--- config.mk ---
export PLATFORM = sky130hd
export DESIGN_NAME = r5p_htif_ctl_flat
export DESIGN_NICKNAME = d
export VERILOG_FILES = /design/src/rtl/r5p_htif_pkg.sv /design/src/rtl/r5p_htif_ctl_if.sv /design/src/rtl/r5p_htif_fifo.sv /design/src/rtl/r5p_htif_ctl.sv /design/src/flat_wrapper.sv
export SDC_FILE = /design/constraint.sdc
export NUM_CORES = 1
export LEC_CHECK = 0
export ABC_AREA = 1
export CORE_MARGIN = 5
export CORE_UTILIZATION = 54
export CTS_BUF_LIST = sky130_fd_sc_hd__clkbuf_8
export CTS_CLUSTER_DIAMETER = 100
export DETAILED_ROUTE_END_ITERATION = 16
export GPL_ROUTABILITY_DRIVEN = 0
export GPL_TIMING_DRIVEN = 0
export PLACE_DENSITY = 0.81
export SLEW_MARGIN = 0
export SYNTH_ARGS = -nofsm -noshare
export SYNTH_HDL_FRONTEND = slang
export SYNTH_SLANG_ARGS = --single-unit
--- constraint.sdc ---
create_clock -name clk -period 9.72 [get_ports clk]
set_input_delay 1.944 -clock clk [delete_from_list [all_inputs] [get_ports clk]]
set_output_delay 1.944 -clock clk [all_outputs]
set_load 0.03 [all_outputs]
--- src/rtl/r5p_htif_pkg.sv ---
// HTIF controller shared types and encoding constants.
package r5p_htif_pkg;

    // Controller run state; HALT and TOUT are terminal until reset.
    typedef enum logic [1:0] {
        RUN  = 2'd0,
        HALT = 2'd1,
        TOUT = 2'd2
    } htif_st_t;

    // tohost bit 0 set marks an exit request; the remaining bits carry the exit code.
    localparam int unsigned HTIF_EXIT_BIT = 0;

    // Device/command ids of the HTIF console; reserved, not decoded here.
    localparam logic [7:0] HTIF_DEV_CONSOLE = 8'd1;
    localparam logic [7:0] HTIF_CMD_PUTC    = 8'd1;

    // An exit request needs the exit bit written and its byte lane enabled.
    function automatic logic htif_is_exit(input logic i_wdt0, input logic i_ben0);
        return i_wdt0 & i_ben0;
    endfunction

endpackage

--- src/rtl/r5p_htif_ctl_if.sv ---
// TCB load/store request bundle covering HRT channels.
interface tcb_if #(
    parameter int unsigned XLEN = 32,
    parameter int unsigned HRT  = 1
) ();

    localparam int unsigned BENW = XLEN / 8;

    logic [HRT-1:0]  trn;
    logic [HRT-1:0]  req_wen;
    logic [XLEN-1:0] req_adr [HRT];
    logic [XLEN-1:0] req_wdt [HRT];
    logic [BENW-1:0] req_ben [HRT];

    modport master  (output trn, req_wen, req_adr, req_wdt, req_ben);
    modport slave   (input  trn, req_wen, req_adr, req_wdt, req_ben);
    modport monitor (input  trn, req_wen, req_adr, req_wdt, req_ben);

endinterface

--- src/rtl/r5p_htif_fifo.sv ---
// Generic synchronous FIFO; pointers carry one extra wrap bit to tell full from empty.
module r5p_htif_fifo #(
    parameter int unsigned DW    = 8,
    parameter int unsigned DEPTH = 16
) (
    input  logic          clk,
    input  logic          rst,
    input  logic          i_push,
    input  logic [DW-1:0] i_wdat,
    input  logic          i_pop,
    output logic          o_full,
    output logic          o_empty,
    output logic [DW-1:0] o_rdat
);

    localparam int unsigned AW = $clog2(DEPTH);

    logic [AW:0]   r_wptr;
    logic [AW:0]   r_rptr;
    logic [DW-1:0] r_mem [DEPTH];
    logic          w_pop;
    logic          w_push;

    // Status flags and accepted handshakes; a pop in the same cycle frees room for a push.
    always_comb begin
        o_empty = (r_wptr == r_rptr);
        o_full  = (r_wptr[AW] != r_rptr[AW]) && (r_wptr[AW-1:0] == r_rptr[AW-1:0]);
        w_pop   = i_pop & ~o_empty;
        w_push  = i_push & (~o_full | w_pop);
        o_rdat  = o_empty ? '0 : r_mem[r_rptr[AW-1:0]];
    end

    // Read/write pointers, wrapping modulo 2*DEPTH.
    always_ff @(posedge clk or posedge rst) begin
        if (rst) begin
            r_wptr <= '0;
            r_rptr <= '0;
        end else begin
            if (w_push) r_wptr <= r_wptr + 1'b1;
            if (w_pop)  r_rptr <= r_rptr + 1'b1;
        end
    end

    // Storage, cleared on reset so no stale byte survives.
    always_ff @(posedge clk or posedge rst) begin
        if (rst) begin
            for (int i = 0; i < DEPTH; i++) r_mem[i] <= '0;
        end else if (w_push) begin
            r_mem[r_wptr[AW-1:0]] <= i_wdat;
        end
    end

endmodule

--- src/rtl/r5p_htif_ctl.sv ---
// HTIF controller: snoops TCB writes for tohost exit and console output, plus a cycle timeout.
module r5p_htif_ctl
    import r5p_htif_pkg::*;
#(
    parameter int unsigned XLEN = 32,
    parameter int unsigned HRT  = 1,
    parameter int unsigned CNW  = 32,
    parameter int unsigned TMO  = 10000,
    parameter int unsigned FDP  = 16
) (
    input  logic            clk,
    input  logic            rst,
    tcb_if.monitor          tcb,
    input  logic [XLEN-1:0] i_tohost,
    input  logic [XLEN-1:0] i_conadr,
    output logic            o_halt,
    output logic            o_pass,
    output logic [XLEN-2:0] o_code,
    output logic            o_tout,
    output logic [CNW-1:0]  o_cnt,
    output logic            o_con_vld,
    input  logic            i_con_rdy,
    output logic [7:0]      o_con_dat,
    output logic            o_con_drp
);

    localparam logic [CNW-1:0] TMO_CNT = CNW'(TMO - 1);

    htif_st_t        r_st;
    htif_st_t        w_st_nxt;
    logic [XLEN-2:0] r_code;
    logic [CNW-1:0]  r_cnt;
    logic            r_drp;

    logic [HRT-1:0]  w_th_hit;
    logic [HRT-1:0]  w_cn_hit;
    logic            w_th_any;
    logic [XLEN-1:0] w_th_wdt;
    logic            w_th_ben0;
    logic            w_cn_any;
    logic            w_cn_multi;
    logic [7:0]      w_cn_dat;
    logic            w_exit;
    logic            w_tmo;
    logic            w_cnt_en;
    logic            w_full;
    logic            w_empty;
    logic            w_pop;
    logic            w_drop;

    // Per-channel address hits on tohost and the console byte.
    always_comb begin
        w_th_hit = '0;
        w_cn_hit = '0;
        for (int i = 0; i < HRT; i++) begin
            w_th_hit[i] = tcb.trn[i] & tcb.req_wen[i] & (tcb.req_adr[i] == i_tohost);
            w_cn_hit[i] = tcb.trn[i] & tcb.req_wen[i] & (tcb.req_adr[i] == i_conadr)
                        & tcb.req_ben[i][0];
        end
    end

    // Priority encoders: the lowest-index hit wins; extra console hits are flagged.
    always_comb begin
        w_th_any   = 1'b0;
        w_th_wdt   = '0;
        w_th_ben0  = 1'b0;
        w_cn_any   = 1'b0;
        w_cn_multi = 1'b0;
        w_cn_dat   = '0;
        for (int i = 0; i < HRT; i++) begin
            if (w_th_hit[i] && !w_th_any) begin
                w_th_any  = 1'b1;
                w_th_wdt  = tcb.req_wdt[i];
                w_th_ben0 = tcb.req_ben[i][0];
            end
            if (w_cn_hit[i]) begin
                if (w_cn_any) begin
                    w_cn_multi = 1'b1;
                end else begin
                    w_cn_any = 1'b1;
                    w_cn_dat = tcb.req_wdt[i][7:0];
                end
            end
        end
        w_exit = w_th_any & htif_is_exit(w_th_wdt[HTIF_EXIT_BIT], w_th_ben0);
        w_tmo  = (TMO != 0) && (r_cnt == TMO_CNT);
    end

    // State register.
    always_ff @(posedge clk or posedge rst) begin
        if (rst) r_st <= RUN;
        else     r_st <= w_st_nxt;
    end

    // Next state: halt has priority over a coincident timeout.
    always_comb begin
        w_st_nxt = r_st;
        case (r_st)
            RUN: begin
                if (w_exit)     w_st_nxt = HALT;
                else if (w_tmo) w_st_nxt = TOUT;
            end
            default: w_st_nxt = r_st;
        endcase
    end

    // State-derived outputs and counter enable; the counter stops on the leaving edge.
    always_comb begin
        o_halt   = (r_st == HALT);
        o_tout   = (r_st == TOUT);
        o_pass   = o_halt & (r_code == '0);
        o_code   = r_code;
        o_cnt    = r_cnt;
        w_cnt_en = (r_st == RUN) & (w_st_nxt == RUN) & (r_cnt != '1);
    end

    // Exit code capture on the halting write.
    always_ff @(posedge clk or posedge rst) begin
        if (rst)                        r_code <= '0;
        else if (r_st == RUN && w_exit) r_code <= w_th_wdt[XLEN-1:1];
    end

    // Saturating cycle counter.
    always_ff @(posedge clk or posedge rst) begin
        if (rst)           r_cnt <= '0;
        else if (w_cnt_en) r_cnt <= r_cnt + 1'b1;
    end

    // Sticky drop flag: extra same-cycle console hits or a push into a full FIFO with no pop.
    always_comb begin
        w_pop  = i_con_rdy & ~w_empty;
        w_drop = w_cn_multi | (w_cn_any & w_full & ~w_pop);
    end

    always_ff @(posedge clk or posedge rst) begin
        if (rst)         r_drp <= 1'b0;
        else if (w_drop) r_drp <= 1'b1;
    end

    assign o_con_drp = r_drp;
    assign o_con_vld = ~w_empty;

    r5p_htif_fifo #(
        .DW    (8),
        .DEPTH (FDP)
    ) u_fifo (
        .clk     (clk),
        .rst     (rst),
        .i_push  (w_cn_any),
        .i_wdat  (w_cn_dat),
        .i_pop   (i_con_rdy),
        .o_full  (w_full),
        .o_empty (w_empty),
        .o_rdat  (o_con_dat)
    );

endmodule

--- src/flat_wrapper.sv ---
// flat-port wrapper written by rule: the top's interface ports become plain ports
module r5p_htif_ctl_flat import r5p_htif_pkg::*;
#(
    parameter int unsigned XLEN = 32,
    parameter int unsigned HRT  = 1,
    parameter int unsigned CNW  = 32,
    parameter int unsigned TMO  = 10000,
    parameter int unsigned FDP  = 16
)
  (clk, rst, i_tohost, i_conadr, o_halt, o_pass, o_code, o_tout, o_cnt, o_con_vld, i_con_rdy, o_con_dat, o_con_drp, tcb_trn, tcb_req_wen, tcb_req_adr, tcb_req_wdt, tcb_req_ben);
  tcb_if #(.XLEN(XLEN), .HRT(HRT)) tcb_i ();
  input  logic clk;
  input  logic rst;
  input  logic [XLEN-1:0] i_tohost;
  input  logic [XLEN-1:0] i_conadr;
  output logic o_halt;
  output logic o_pass;
  output logic [XLEN-2:0] o_code;
  output logic o_tout;
  output logic [CNW-1:0] o_cnt;
  output logic o_con_vld;
  input  logic i_con_rdy;
  output logic [7:0] o_con_dat;
  output logic o_con_drp;
  input wire logic [$bits(tcb_i.trn)-1:0] tcb_trn;
  input wire logic [$bits(tcb_i.req_wen)-1:0] tcb_req_wen;
  input wire logic [$bits(tcb_i.req_adr)-1:0] tcb_req_adr;
  input wire logic [$bits(tcb_i.req_wdt)-1:0] tcb_req_wdt;
  input wire logic [$bits(tcb_i.req_ben)-1:0] tcb_req_ben;
  assign tcb_i.trn = tcb_trn;
  assign tcb_i.req_wen = tcb_req_wen;
  assign tcb_i.req_adr = {>>{tcb_req_adr}};
  assign tcb_i.req_wdt = {>>{tcb_req_wdt}};
  assign tcb_i.req_ben = {>>{tcb_req_ben}};
  r5p_htif_ctl #(.XLEN(XLEN), .HRT(HRT), .CNW(CNW), .TMO(TMO), .FDP(FDP)) u_core (.clk(clk), .rst(rst), .tcb(tcb_i), .i_tohost(i_tohost), .i_conadr(i_conadr), .o_halt(o_halt), .o_pass(o_pass), .o_code(o_code), .o_tout(o_tout), .o_cnt(o_cnt), .o_con_vld(o_con_vld), .i_con_rdy(i_con_rdy), .o_con_dat(o_con_dat), .o_con_drp(o_con_drp));
endmodule
# Word level (Yosys, flattened, before mapping)
# Index checks and enable logic that the tools add are counted.
totals:
  ff_bits: 204
  out_inout_bits: 76
  wordCells: 77
op_classes:
  muxes: 15
  addsub: 3
  n_lt_le_gt_ge: 3
  eq_ne: 9
  n_bitwise: 19
  reduce_logical: 6
ops:
  columns: ["operator", "n"]
  rows:
  - ["128-bit bitwise mux", 1]
  - ["32-bit equality test", 2]
  - ["8-bit 2-to-1 mux", 5]
  - ["32-bit by 1-bit adder with 32-bit output, second input constant", 1]
  - ["8-bit binary-select mux with 4-bit select", 1]
  - ["8-bit demux with 4-bit select", 1]
  - ["32-bit by 14-bit equality test with 1-bit output, second input constant", 1]
  - ["32-bit 2-to-1 mux", 1]
  - ["32-bit inequality test, second input constant", 1]
  - ["31-bit zero test", 1]
  - ["1-bit AND", 13]
  - ["5-bit by 1-bit adder with 5-bit output, second input constant", 2]
  - ["5-bit greater-or-equal comparator, second input constant", 2]
  - ["4-bit inverter with 5-bit output", 2]
  - ["2-bit 2-to-1 mux", 3]
  - ["5-bit equality test", 1]
  - ["5-bit by 1-bit < comparator with 1-bit output, second input constant", 1]
  - ["4-bit equality test", 1]
  - ["2-bit zero test", 2]
  - ["1-bit logical AND", 3]
  - ["1-bit 2-to-1 mux", 3]
  - ["1-bit inverter", 3]
  - ["2-bit by 1-bit equality test with 1-bit output, second input constant", 1]
  - ["2-bit equality test, second input constant", 1]
  - ["other kinds (2)", 2]

# Depth between registers and ports, before layout
# Gate-level depths: netlist of run 1.
depth:
  word_depth: 10
  ltp_mapped: 14
  ltp_nobuf: 13

# Hierarchy
# From an unflattened synthesis of run 1, not the netlist that was laid out.
unflattened:
  hier_cells: 1711
  area_unflattened_um2: 12376.9
by_module_without_submodules:
  columns: ["mod", "area_each_um2", "cells_each", "seq_area_each_um2", "instances"]
  rows:
  - ["r5p_htif_fifo", 7367.1, 981, 3453.3, 1]
  - ["r5p_htif_ctl", 5009.8, 730, 1651.6, 1]

# Worst setup path after synthesis of run 1
# No wires, ideal clock.
synth_timing:
  path_type: "reg2out"
  startpoint: "register u_core.r_st[0]"
  endpoint: "output o_pass"
  stages_incl_launch_ff: 7
  path_slack_ns: 5.659
  t_arrival_ns: 2.117
  required_time_ns: 7.776
  path_cell_list: "dfrtp_1 -> inv_1 -> nor2_1 -> nand3_1 -> nor3_1 -> nand4_1 -> nor4_1"
synth_between:
  elab_chain_len: 2
synth_lines:
  columns: ["element", "line_no", "text"]
  rows:
  - ["start: declaration", "r5p_htif_ctl.sv:29", "htif_st_t r_st;"]
  - ["start signal: assignment", "r5p_htif_ctl.sv:92", "else r_st <= w_st_nxt;"]
  - ["2-bit by 1-bit equality test with 1-bit output", "r5p_htif_ctl.sv:109", "o_halt = (r_st == HALT);"]
  - ["net o_halt", "flat_wrapper.sv:16", "output logic o_halt;"]
  - ["1-bit AND", "r5p_htif_ctl.sv:111", "o_pass = o_halt & (r_code == '0);"]
  - ["end: declaration", "flat_wrapper.sv:17", "output logic o_pass;"]
# The timed path passes the listed nets, and every way through them passes these cells.

# Worst setup path after layout of run 1
layout_timing:
  startpoint: "register u_core.u_fifo.r_rptr[0]"
  endpoint: "output o_con_dat[7]"
layout_between:
  elab_chain_len: 5
layout_lines:
  columns: ["element", "line_no", "text"]
  rows:
  - ["start: declaration", "r5p_htif_fifo.sv:19", "logic [AW:0] r_rptr;"]
  - ["start signal: assignment", "r5p_htif_fifo.sv:40", "if (w_pop) r_rptr <= r_rptr + 1'b1;"]
  - ["4-bit inverter with 5-bit output (implied by the code)", "r5p_htif_fifo.sv:30", "o_rdat = o_empty ? '0 : r_mem[r_rptr[AW-1:0]];"]
  - ["8-bit binary-select mux with 4-bit select", "r5p_htif_fifo.sv:30", null]
  - ["8-bit 2-to-1 mux (implied by the code) (2 in a row)", "r5p_htif_fifo.sv:30", null]
  - ["8-bit 2-to-1 mux *", "r5p_htif_fifo.sv:30", null]
  - ["end: declaration", "flat_wrapper.sv:23", "output logic [7:0] o_con_dat;"]
# Mark *: on every way between the ends. The rest lies on a longest branch, timed or not. The select of a mux whose other input is x is not followed.

==> flow_metrics.env, run 1 <==
export IMPL_status="completed"
export IMPL_cpMaxStageDelayCell="clkdlybuf4s50_1"
export IMPL_synth_seq_cells=204
export IMPL_drtIter0Drc=1405
export IMPL_syn_avg_cell_area_um2=7.31
export IMPL_grtUsageMet1_pct=38.9
export IMPL_synth_flop_cell="dfrtp_1"
export IMPL_yosys_area_share_simple_pct=34.1
export IMPL_cts_setup_buffers=0
export IMPL_synthArstFlopShare_pct=100
export IMPL_hold_viol_final=0
export IMPL_cts_resized=0
export IMPL_vias=12675
export IMPL_yosys_warnings=0
export IMPL_dpl_cell_area_mm2=0.0147
export IMPL_antenna_cells=0
export IMPL_grt_start_max_net_pins=133
export IMPL_hold_class="reg2reg"
export IMPL_finalSetupViolCount=0
export IMPL_ys_seq_area_share_pct=41.8
export IMPL_nets=2065
export IMPL_wl_um=39400
export IMPL_clockBufferDepth=3
export IMPL_synthesis_nets=1814
export IMPL_clkPwrFrac_pct=36.1
export IMPL_cp_data_required_time_ps=7780
export IMPL_layout_common_cells="502 x nand2_1, 209 x clkdlybuf4s50_1, 204 x dfrtp_1, 202 x inv_1, 193 x nor2_1"
export IMPL_die_y_um=160
export IMPL_synth_compound_area_share_pct=8.15
export IMPL_switchingPower_uw=892
export IMPL_crit_path_start_kind="flip-flop"
export IMPL_seqPwrFrac_pct=33.7
export IMPL_synth_area_mm2=0.0122
export IMPL_hold_buffers=0
export IMPL_start_util_pct=54.4
export IMPL_cts_buffers=39
export IMPL_grtUsageMet2_pct=45.2
export IMPL_area_growth_pct=27.4
export IMPL_detail_route_vias_per_cell=5.67
export IMPL_grt_antenna_before_repair=2
export IMPL_hold_depth=2
export IMPL_maxCapViolations=0
export IMPL_die_x_um=160
export IMPL_synth_fa_ha_area_share_pct=0.615
export IMPL_power_mw=2.58
export IMPL_pin_count=213
export IMPL_relSlewSlack_pct=34.7
export IMPL_die_area_mm2=0.0257
export IMPL_regArea_mm2=0.00510
export IMPL_rsz0062_at_grt="no"
export IMPL_htreeDepth=2
export IMPL_synth_top_family_by_area="simple AND/OR/NAND/NOR gates"
export IMPL_layout_commonest_cell="nand2_1"
export IMPL_fmax_mhz=181
export IMPL_grtUsageMet3_pct=10.2
export IMPL_drc_errors=0
export IMPL_cts_root_buf="clkbuf_8"
export IMPL_crit_arrival_ps=3570
export IMPL_leakage_nw=8.15
export IMPL_clock_sinks=204
export IMPL_sw_frac_of_total_pct=34.5
export IMPL_period_minus_slack_ps=5510
export IMPL_final_max_slew_viol_count=0
export IMPL_syn_inst=1671
export IMPL_path_buf_inv=3
export IMPL_cts_tree="built"
export IMPL_clk_latency_ps=540
export IMPL_crit_family="buffers and inverters"
export IMPL_drt_pass1_iter_count=8
export IMPL_fin_worst_skew_ps=29.7
export IMPL_fin_ws_ps=4210
export IMPL_power_density_mw_per_mm2=166
export IMPL_clk_pin_slew_ps=60
export IMPL_grt_busiest_layer="met2"
export IMPL_ant_nets=0
export IMPL_vdd_drop_max_mv=0.150
export IMPL_num_fill_cells=1906
export IMPL_dp_hpwl_um=29200
export IMPL_worst_pin_slew_ps=972
export IMPL_crit_path_cell_trace="buf_1, clkbuf_1, nor2_1, o32ai_1, nand2_1, a31oi_1, clkdlybuf4s50_1"
export IMPL_multi_input_area_mm2=0.00602
export IMPL_r2r_cells=11
export IMPL_synthMuxAreaShare_pct=1.23
export IMPL_grt_util_all_layers_pct=29.6
export IMPL_grt_pass1_wl_um=61900
export IMPL_intPower_mw=1.69
export IMPL_max_stage_delay_ps=730
export IMPL_overflow=0
export IMPL_coreArea_mm2=0.0224
export IMPL_ys_types=46
export IMPL_end_kind="output port"
export IMPL_worstSetupPathDepth=7
export IMPL_comb_power_share_pct=30.2
export IMPL_synthXorXnorAreaFrac_pct=5.14
export IMPL_synth_edff_count=0
export IMPL_dp_slack_ps=4870
export IMPL_fin_crit_sh_pct=56.7
export IMPL_worst_path_max_fanout=10
export IMPL_layout_drive_gt1_share_pct=6.82
export IMPL_grt_pass1_vias=12138
export IMPL_row_count=55
export IMPL_design_area_mm2=0.0156
export IMPL_wire_per_inst_um=17.6
export IMPL_numPortBuffers=209
export IMPL_crit_type="reg2out"
## stage by stage
step	TNS, ps	util, %	hold slack (ps)	std cells
after detailed placement	0	65.5	461	2166
after global placement	-85020	65.4	457	2165
after global routing	0	69.4	496	2234
after CTS	0	69.4	477	2234
final	0	69.4	479	2234
after floorplan	0	-	444	1671
## power by group through the flow
stage	Sequential, mW	Clock (mW)	Combinational, mW
floorplan	0.884	0	0.460
global placement	0.886	0	0.736
detailed placement	0.886	0	0.748
CTS	0.871	0.944	0.752
global route	0.872	0.982	0.814
finish	0.871	0.932	0.779
## cell usage after synthesis (all sizes together) (2+ instances only)
library cell,number,area [um^2]
xor2,49,429
nand3,140,718
o22ai,5,31.3
or2,4,25.0
o21ai,40,200
nand2,505,1910
a21oi,35,175
o32ai,16,140
o21bai,33,248
nand2b,2,12.5
mux2i,15,150
a22o,4,35.0
nor2,199,796
o221ai,10,87.6
ha,6,75.1
o211ai,6,45.0
nor4,8,56.3
buf,31,191
xnor2,21,199
a31oi,4,25.0
nor3,37,235
dfrtp,204,5100
clkinv,2,7.51
clkbuf,41,155
nand4,53,397
inv,197,739
## registers in the layout, summed over array words and instances (netlist names)
| signal | flops |
|---|---|
| u_core.u_fifo.r_mem | 128 |
| u_core.o_cnt | 32 |
| u_core.u_fifo.r_wptr | 5 |
| u_core.o_con_drp | 1 |
| u_core.r_st | 2 |
| u_core.u_fifo.r_rptr | 5 |
| u_core.o_code | 31 |
## logic make-up (layout without fill, tap and decap cells)
group                      count (synthesis)  count (layout)
xor gates and xnor gates                  70              70
DFF                                      204             204
buffers and inverters                    271             549
and+or+nand+nor                          951             951
muxes                                     15              15
adders and majority gates                  6               6
AOI/OAI and AO/OA                        154             154
## area by class of cell
type | instances | share of cell area [%]
clock buffers | 52 | 4.60
inverters | 199 | 4.85
well taps | 285 | 2.29
flip-flops and latches | 204 | 32.8
clock inverters | 16 | 0.965
plain buffers | 72 | 2.23
repair buffers | 210 | 13.6
multi-input cells | 1196 | 38.7
## path summary, 6_finish.rpt
path / start / endpoint / slack [ps]
worst max-delay path: u_core.u_fifo.r_rptr[0] / o_con_dat[7] / 4210
worst min-delay path: u_core.u_fifo.r_mem[61] / u_core.u_fifo.r_mem[61] / 480
worst max register to register: u_core.o_cnt[0] / u_core.o_cnt[5] / 7020
worst min register to register: u_core.u_fifo.r_mem[61] / u_core.u_fifo.r_mem[61] / 480
max in group asynchronous: rst / u_core.u_fifo.r_mem[112] / 6820
min in group asynchronous: rst / u_core.o_code[16] / 1880
## worst min-delay path, stage by stage, from the launching register on
cell and delay (ps):
dfrtp_1 340, nand2_1 50, nand2_1 60
## per-layer routing
layer	wire length, um	share of wire, %	vias up
met3	4910	12	178
li1	-	-	5864
met2	17200	44	795
met4	1780	4.5	4
met5	27	0.069	-
met1	15400	39	5834
No activity file was read; power rests on OpenSTA's default activity.
==> inputs of run 2 (changes only) <==
Clock period 9.72 ns to 5.1 ns, I/O delays scaled along.
==> run 2 against run 1 <==
Against the previous run:
- wire length is 0.55% lower
- worst hold slack worse by 6.7 ps
- combinational power is 91% higher
- sequential cell count stayed put
- cell area is 0.10% lower
- critical path depth stayed put
- worst setup slack worse by 3800 ps
- total power is 85% higher
- via count is 0.29% lower
- highest routed layer unchanged
==> flow_metrics.env, run 2 (synthesis gave the netlist of run 1 again) <==
export IMPL_area_growth_pct=27.3
export IMPL_htreeDepth=2
export IMPL_end_kind="output port"
export IMPL_cts_buffers=37
export IMPL_crit_path_start_kind="flip-flop"
export IMPL_final_max_slew_viol_count=0
export IMPL_crit_start="u_core.u_fifo.r_rptr[0]"
export IMPL_maxCapViolations=0
export IMPL_design_area_mm2=0.0155
export IMPL_crit_path_cell_trace="buf_1, buf_2, o21ai_0, o22ai_1, o211ai_1, a31oi_1, clkdlybuf4s50_1"
export IMPL_largest_register_ffs=128
export IMPL_nets=2067
export IMPL_period_minus_slack_ps=4680
export IMPL_dp_hpwl_um=29400
export IMPL_path_buf_inv=3
export IMPL_detail_route_vias_per_cell=5.66
export IMPL_vias=12638
export IMPL_die_x_um=160
export IMPL_cts_root_buf="clkbuf_8"
export IMPL_cpMaxStageDelayCell="clkdlybuf4s50_1"
export IMPL_worstSetupPathDepth=7
export IMPL_hold_viol_final=0
export IMPL_cts_setup_buffers=0
export IMPL_pin_count=213
export IMPL_num_fill_cells=1871
export IMPL_hold_depth=1
export IMPL_wire_per_inst_um=17.6
export IMPL_overflow=0
export IMPL_clockBufferDepth=3
export IMPL_clk_latency_ps=550
export IMPL_utilization_pct=69.3
export IMPL_row_count=55
export IMPL_numPortBuffers=209
export IMPL_finalSetupViolCount=0
export IMPL_drc_errors=0
export IMPL_r2r_start="u_core.o_cnt[0]"
export IMPL_power_density_mw_per_mm2=307
export IMPL_clk_pin_slew_ps=70
export IMPL_crit_arrival_ps=3660
export IMPL_worst_path_max_fanout=10
export IMPL_max_stage_delay_ps=740
export IMPL_dp_slack_ps=1190
export IMPL_dpl_cell_area_mm2=0.0148
export IMPL_layout_common_cells="502 x nand2_1, 209 x clkdlybuf4s50_1, 204 x dfrtp_1, 202 x inv_1, 193 x nor2_1"
export IMPL_hold_buffers=0
export IMPL_r2r_cells=11
export IMPL_leakage_nw=8.13
export IMPL_layout_commonest_cell="nand2_1"
export IMPL_vdd_drop_max_mv=0.195
export IMPL_grt_pass1_vias=12087
export IMPL_crit_family="buffers and inverters"
export IMPL_die_y_um=160
export IMPL_ant_nets=0
export IMPL_start_util_pct=54.4
export IMPL_cts_resized=0
export IMPL_rsz0062_at_grt="no"
export IMPL_crit_type="reg2out"
export IMPL_fin_crit_sh_pct=91.8
export IMPL_fin_ws_ps=417
export IMPL_wl_um=39200
export IMPL_die_area_mm2=0.0257
export IMPL_fin_worst_skew_ps=49.0
export IMPL_hp_start="u_core.o_con_drp"
export IMPL_regMostFlops="u_core.u_fifo.r_mem"
export IMPL_layout_drive_gt1_share_pct=6.68
export IMPL_drt_pass1_iter_count=6
export IMPL_grt_start_max_net_pins=45
export IMPL_worst_pin_slew_ps=1010
export IMPL_coreArea_mm2=0.0224
export IMPL_setup_tns_ps=0
export IMPL_grt_antenna_before_repair=2
export IMPL_fmax_mhz=214
export IMPL_drtIter0Drc=1556
export IMPL_hold_class="reg2reg"
export IMPL_grt_util_all_layers_pct=29.7
export IMPL_cp_data_required_time_ps=4080
export IMPL_grt_pass1_wl_um=62500
export IMPL_status="completed"
export IMPL_clock_sinks=204
export IMPL_relSlewSlack_pct=31.9
export IMPL_cts_tree="built"
## run 2: per-stage QoR
stage | cells | hold slack, ps | total power [mW]
finish | 2232 | 472 | 4.78
global route | 2232 | 495 | 4.96
CTS | 2231 | 478 | 4.75
detailed placement | 2170 | 461 | 3.12
global placement | 2165 | 455 | 3.10
floorplan | 1671 | 444 | 2.56
## run 2: cell type report
| type | instances | area (um^2) | area share [%] |
|---|---|---|---|
| clock buffer | 48 | 661 | 4.25 |
| inverter | 199 | 751 | 4.83 |
| timing repair buffer | 214 | 2190 | 14.1 |
| tap | 285 | 357 | 2.29 |
| antenna | 1 | 2.50 | 0.0161 |
| multi-input combinational | 1196 | 6020 | 38.7 |
| sequential | 204 | 5100 | 32.8 |
| buffer | 72 | 347 | 2.23 |
| clock inverter | 13 | 118 | 0.756 |
## run 2: layer usage
metal	part of all wire [%]	GRT usage [%]	routed length, um	vias up
met2	44	45.6	17300	774
met1	40	40.9	15800	5842
met5	0.038	0	15	-
li1	-	-	-	5877
met3	12	8.75	4780	143
met4	3.4	9.27	1340	2
## run 2: path summary, 6_finish.rpt
path / endpoint / slack, ps
max in group asynchronous: u_core.u_fifo.r_mem[92] / 3210
min in group asynchronous: u_core.o_cnt[22] / 830
max: o_con_dat[2] / 420
max reg2reg: u_core.o_cnt[16] / 2420
min reg2reg: u_core.o_con_drp / 470
min: u_core.o_con_drp / 470
## run 2: power breakdown
part	switching, mW	internal (mW)	leakage (nW)
Sequential	0.0204	1.64	2.42
Clock	0.693	0.940	0.428
Combinational	0.959	0.527	5.29
Total	1.67	3.11	8.13
==> inputs of run 3 (changes only) <==
Settings changed: CTS_BUF_LIST sky130_fd_sc_hd__clkbuf_8 to default, GPL_ROUTABILITY_DRIVEN 0 to default.
==> run 3 against run 2 <==
Against the previous run:
- combinational power barely moved
- via count is 0.47% lower
- wire length increased by 0.52%
- cell area increased by 0.20%
- worst setup slack got worse by 28 ps
- utilization increased by 0.14 points
- register-to-register slack worse by 20 ps
- largest power group is now clock
- highest routed layer unchanged
==> flow_metrics.env, run 3 (synthesis gave the netlist of run 1 again) <==
export IMPL_clk_latency_ps=530
export IMPL_grt_pass1_vias=12306
export IMPL_regMostFlops="u_core.u_fifo.r_mem"
export IMPL_pin_count=213
export IMPL_detail_route_vias_per_cell=5.68
export IMPL_cts_setup_buffers=0
export IMPL_die_area_mm2=0.0257
export IMPL_grt_start_max_net_pins=45
export IMPL_path_buf_inv=3
export IMPL_layout_commonest_cell="nand2_1"
export IMPL_rsz0062_at_grt="no"
export IMPL_crit_arrival_ps=3690
export IMPL_hp_start="u_core.u_fifo.r_mem[10]"
export IMPL_die_x_um=160
export IMPL_die_y_um=160
export IMPL_largest_register_ffs=128
export IMPL_worstSetupPathDepth=7
export IMPL_vdd_drop_max_mv=0.306
export IMPL_grt_antenna_before_repair=1
export IMPL_cts_tree="built"
export IMPL_place_gp_congestion=0.969
export IMPL_drt_pass1_iter_count=6
export IMPL_hold_buffers=0
export IMPL_period_minus_slack_ps=4710
export IMPL_dp_cells=2170
export IMPL_crit_family="buffers and inverters"
export IMPL_maxCapViolations=0
export IMPL_relSlewSlack_pct=37.8
export IMPL_overflow=0
export IMPL_cts_root_buf="clkbuf_16"
export IMPL_utilization_pct=69.4
export IMPL_row_count=55
export IMPL_hold_class="reg2reg"
export IMPL_fin_worst_skew_ps=19.9
export IMPL_worst_r2r_endpoint="u_core.o_cnt[26]"
export IMPL_layout_common_cells="502 x nand2_1, 209 x clkdlybuf4s50_1, 204 x dfrtp_1, 193 x inv_1, 193 x nor2_1"
export IMPL_numPortBuffers=209
export IMPL_final_cells=2214
export IMPL_drc_errors=0
export IMPL_nets=2054
export IMPL_vias=12579
export IMPL_start_util_pct=54.4
export IMPL_cts_buffers=24
export IMPL_grt_pass1_wl_um=64300
export IMPL_crit_type="reg2out"
export IMPL_fmax_mhz=212
export IMPL_worst_path_max_fanout=10
export IMPL_cts_resized=0
export IMPL_r2r_cells=11
export IMPL_power_density_mw_per_mm2=313
export IMPL_r2r_start="u_core.o_cnt[0]"
export IMPL_clock_sinks=204
export IMPL_setup_tns_ps=0
export IMPL_clockBufferDepth=3
export IMPL_status="completed"
export IMPL_r2r_slack_ps=2400
export IMPL_htreeDepth=1
export IMPL_holdWs_ps=473
export IMPL_ant_nets=0
export IMPL_cpMaxStageDelayCell="clkdlybuf4s50_1"
export IMPL_fin_crit_sh_pct=92.4
export IMPL_end_kind="output port"
export IMPL_coreArea_mm2=0.0224
export IMPL_clk_pin_slew_ps=60
export IMPL_grt_util_all_layers_pct=30.4
export IMPL_wl_um=39400
export IMPL_layout_drive_gt1_share_pct=6.07
export IMPL_crit_path_cell_trace="buf_1, clkbuf_1, nor2_1, o32ai_1, nand2_1, a31oi_1, clkdlybuf4s50_1"
export IMPL_antenna_cells=0
export IMPL_crit_path_start_kind="flip-flop"
export IMPL_wire_per_inst_um=17.8
export IMPL_final_max_slew_viol_count=0
export IMPL_cp_data_required_time_ps=4080
export IMPL_dp_hpwl_um=30100
export IMPL_leakage_nw=8.10
export IMPL_hold_viol_final=0
export IMPL_hold_depth=2
export IMPL_worst_pin_slew_ps=926
export IMPL_drtIter0Drc=1426
export IMPL_max_stage_delay_ps=720
export IMPL_area_growth_pct=27.5
export IMPL_finalSetupViolCount=0
export IMPL_whs_endpoint="u_core.u_fifo.r_mem[10]"
run 3: per-stage QoR:
stage                     total power, mW  instance area, um^2  worst slack, ps
final                                4.88                15600              389
after global routing                 5.07                15600              240
after CTS                            4.86                15600              472
after detailed placement             3.13                14800             1110
after global placement               3.10                14700             -158
after floorplan                      2.56                12200             1440
run 3: report_power, final:
group	internal [mW]	switching, mW
logic	0.527	0.956
registers	1.64	0.0221
clock network	1.03	0.706
total	3.19	1.68
run 3: per-layer routing:
| metal | wire [um] | vias up | global-route usage, % | part of all wire, % |
|---|---|---|---|---|
| met5 | 13 | - | 0 | 0.033 |
| met4 | 1230 | 2 | 8.96 | 3.1 |
| met3 | 4390 | 113 | 8.08 | 11 |
| met2 | 17700 | 718 | 47.7 | 45 |
| met1 | 16100 | 5916 | 41.7 | 41 |
| li1 | - | 5830 | - | - |
run 3: worst max-delay path by stage:
stage	from	to	slack (ps)
finish	u_core.u_fifo.r_rptr[0]	o_con_dat[7]	390
global placement	rst	u_core.u_fifo.r_mem[112]	-160
detailed placement	u_core.u_fifo.r_rptr[0]	o_con_dat[2]	1110
floorplan	rst	u_core.o_cnt[0]	1440
CTS	u_core.u_fifo.r_rptr[0]	o_con_dat[7]	470
global route	u_core.u_fifo.r_rptr[0]	o_con_dat[7]	240
run 3: layout make-up:
cell class	count	area [um^2]
fill	1847	6860
multi-input combinational	1196	6020
sequential	204	5100
timing repair buffer	214	2190
inverter	199	751
clock buffer	32	661
tap	285	357
buffer	72	347
clock inverter	12	151
run 3: worst register-to-register path, stage by stage (launching register included):
cell and delay (ps):
dfrtp_1 500, ha_1 240, nand2_1 60, inv_1 90
nand2_1 100, nor2_1 370, nand3_1 160, nor4_2 480
nor2_1 230, buf_4 230, nand2_1 60, nand2_1 70
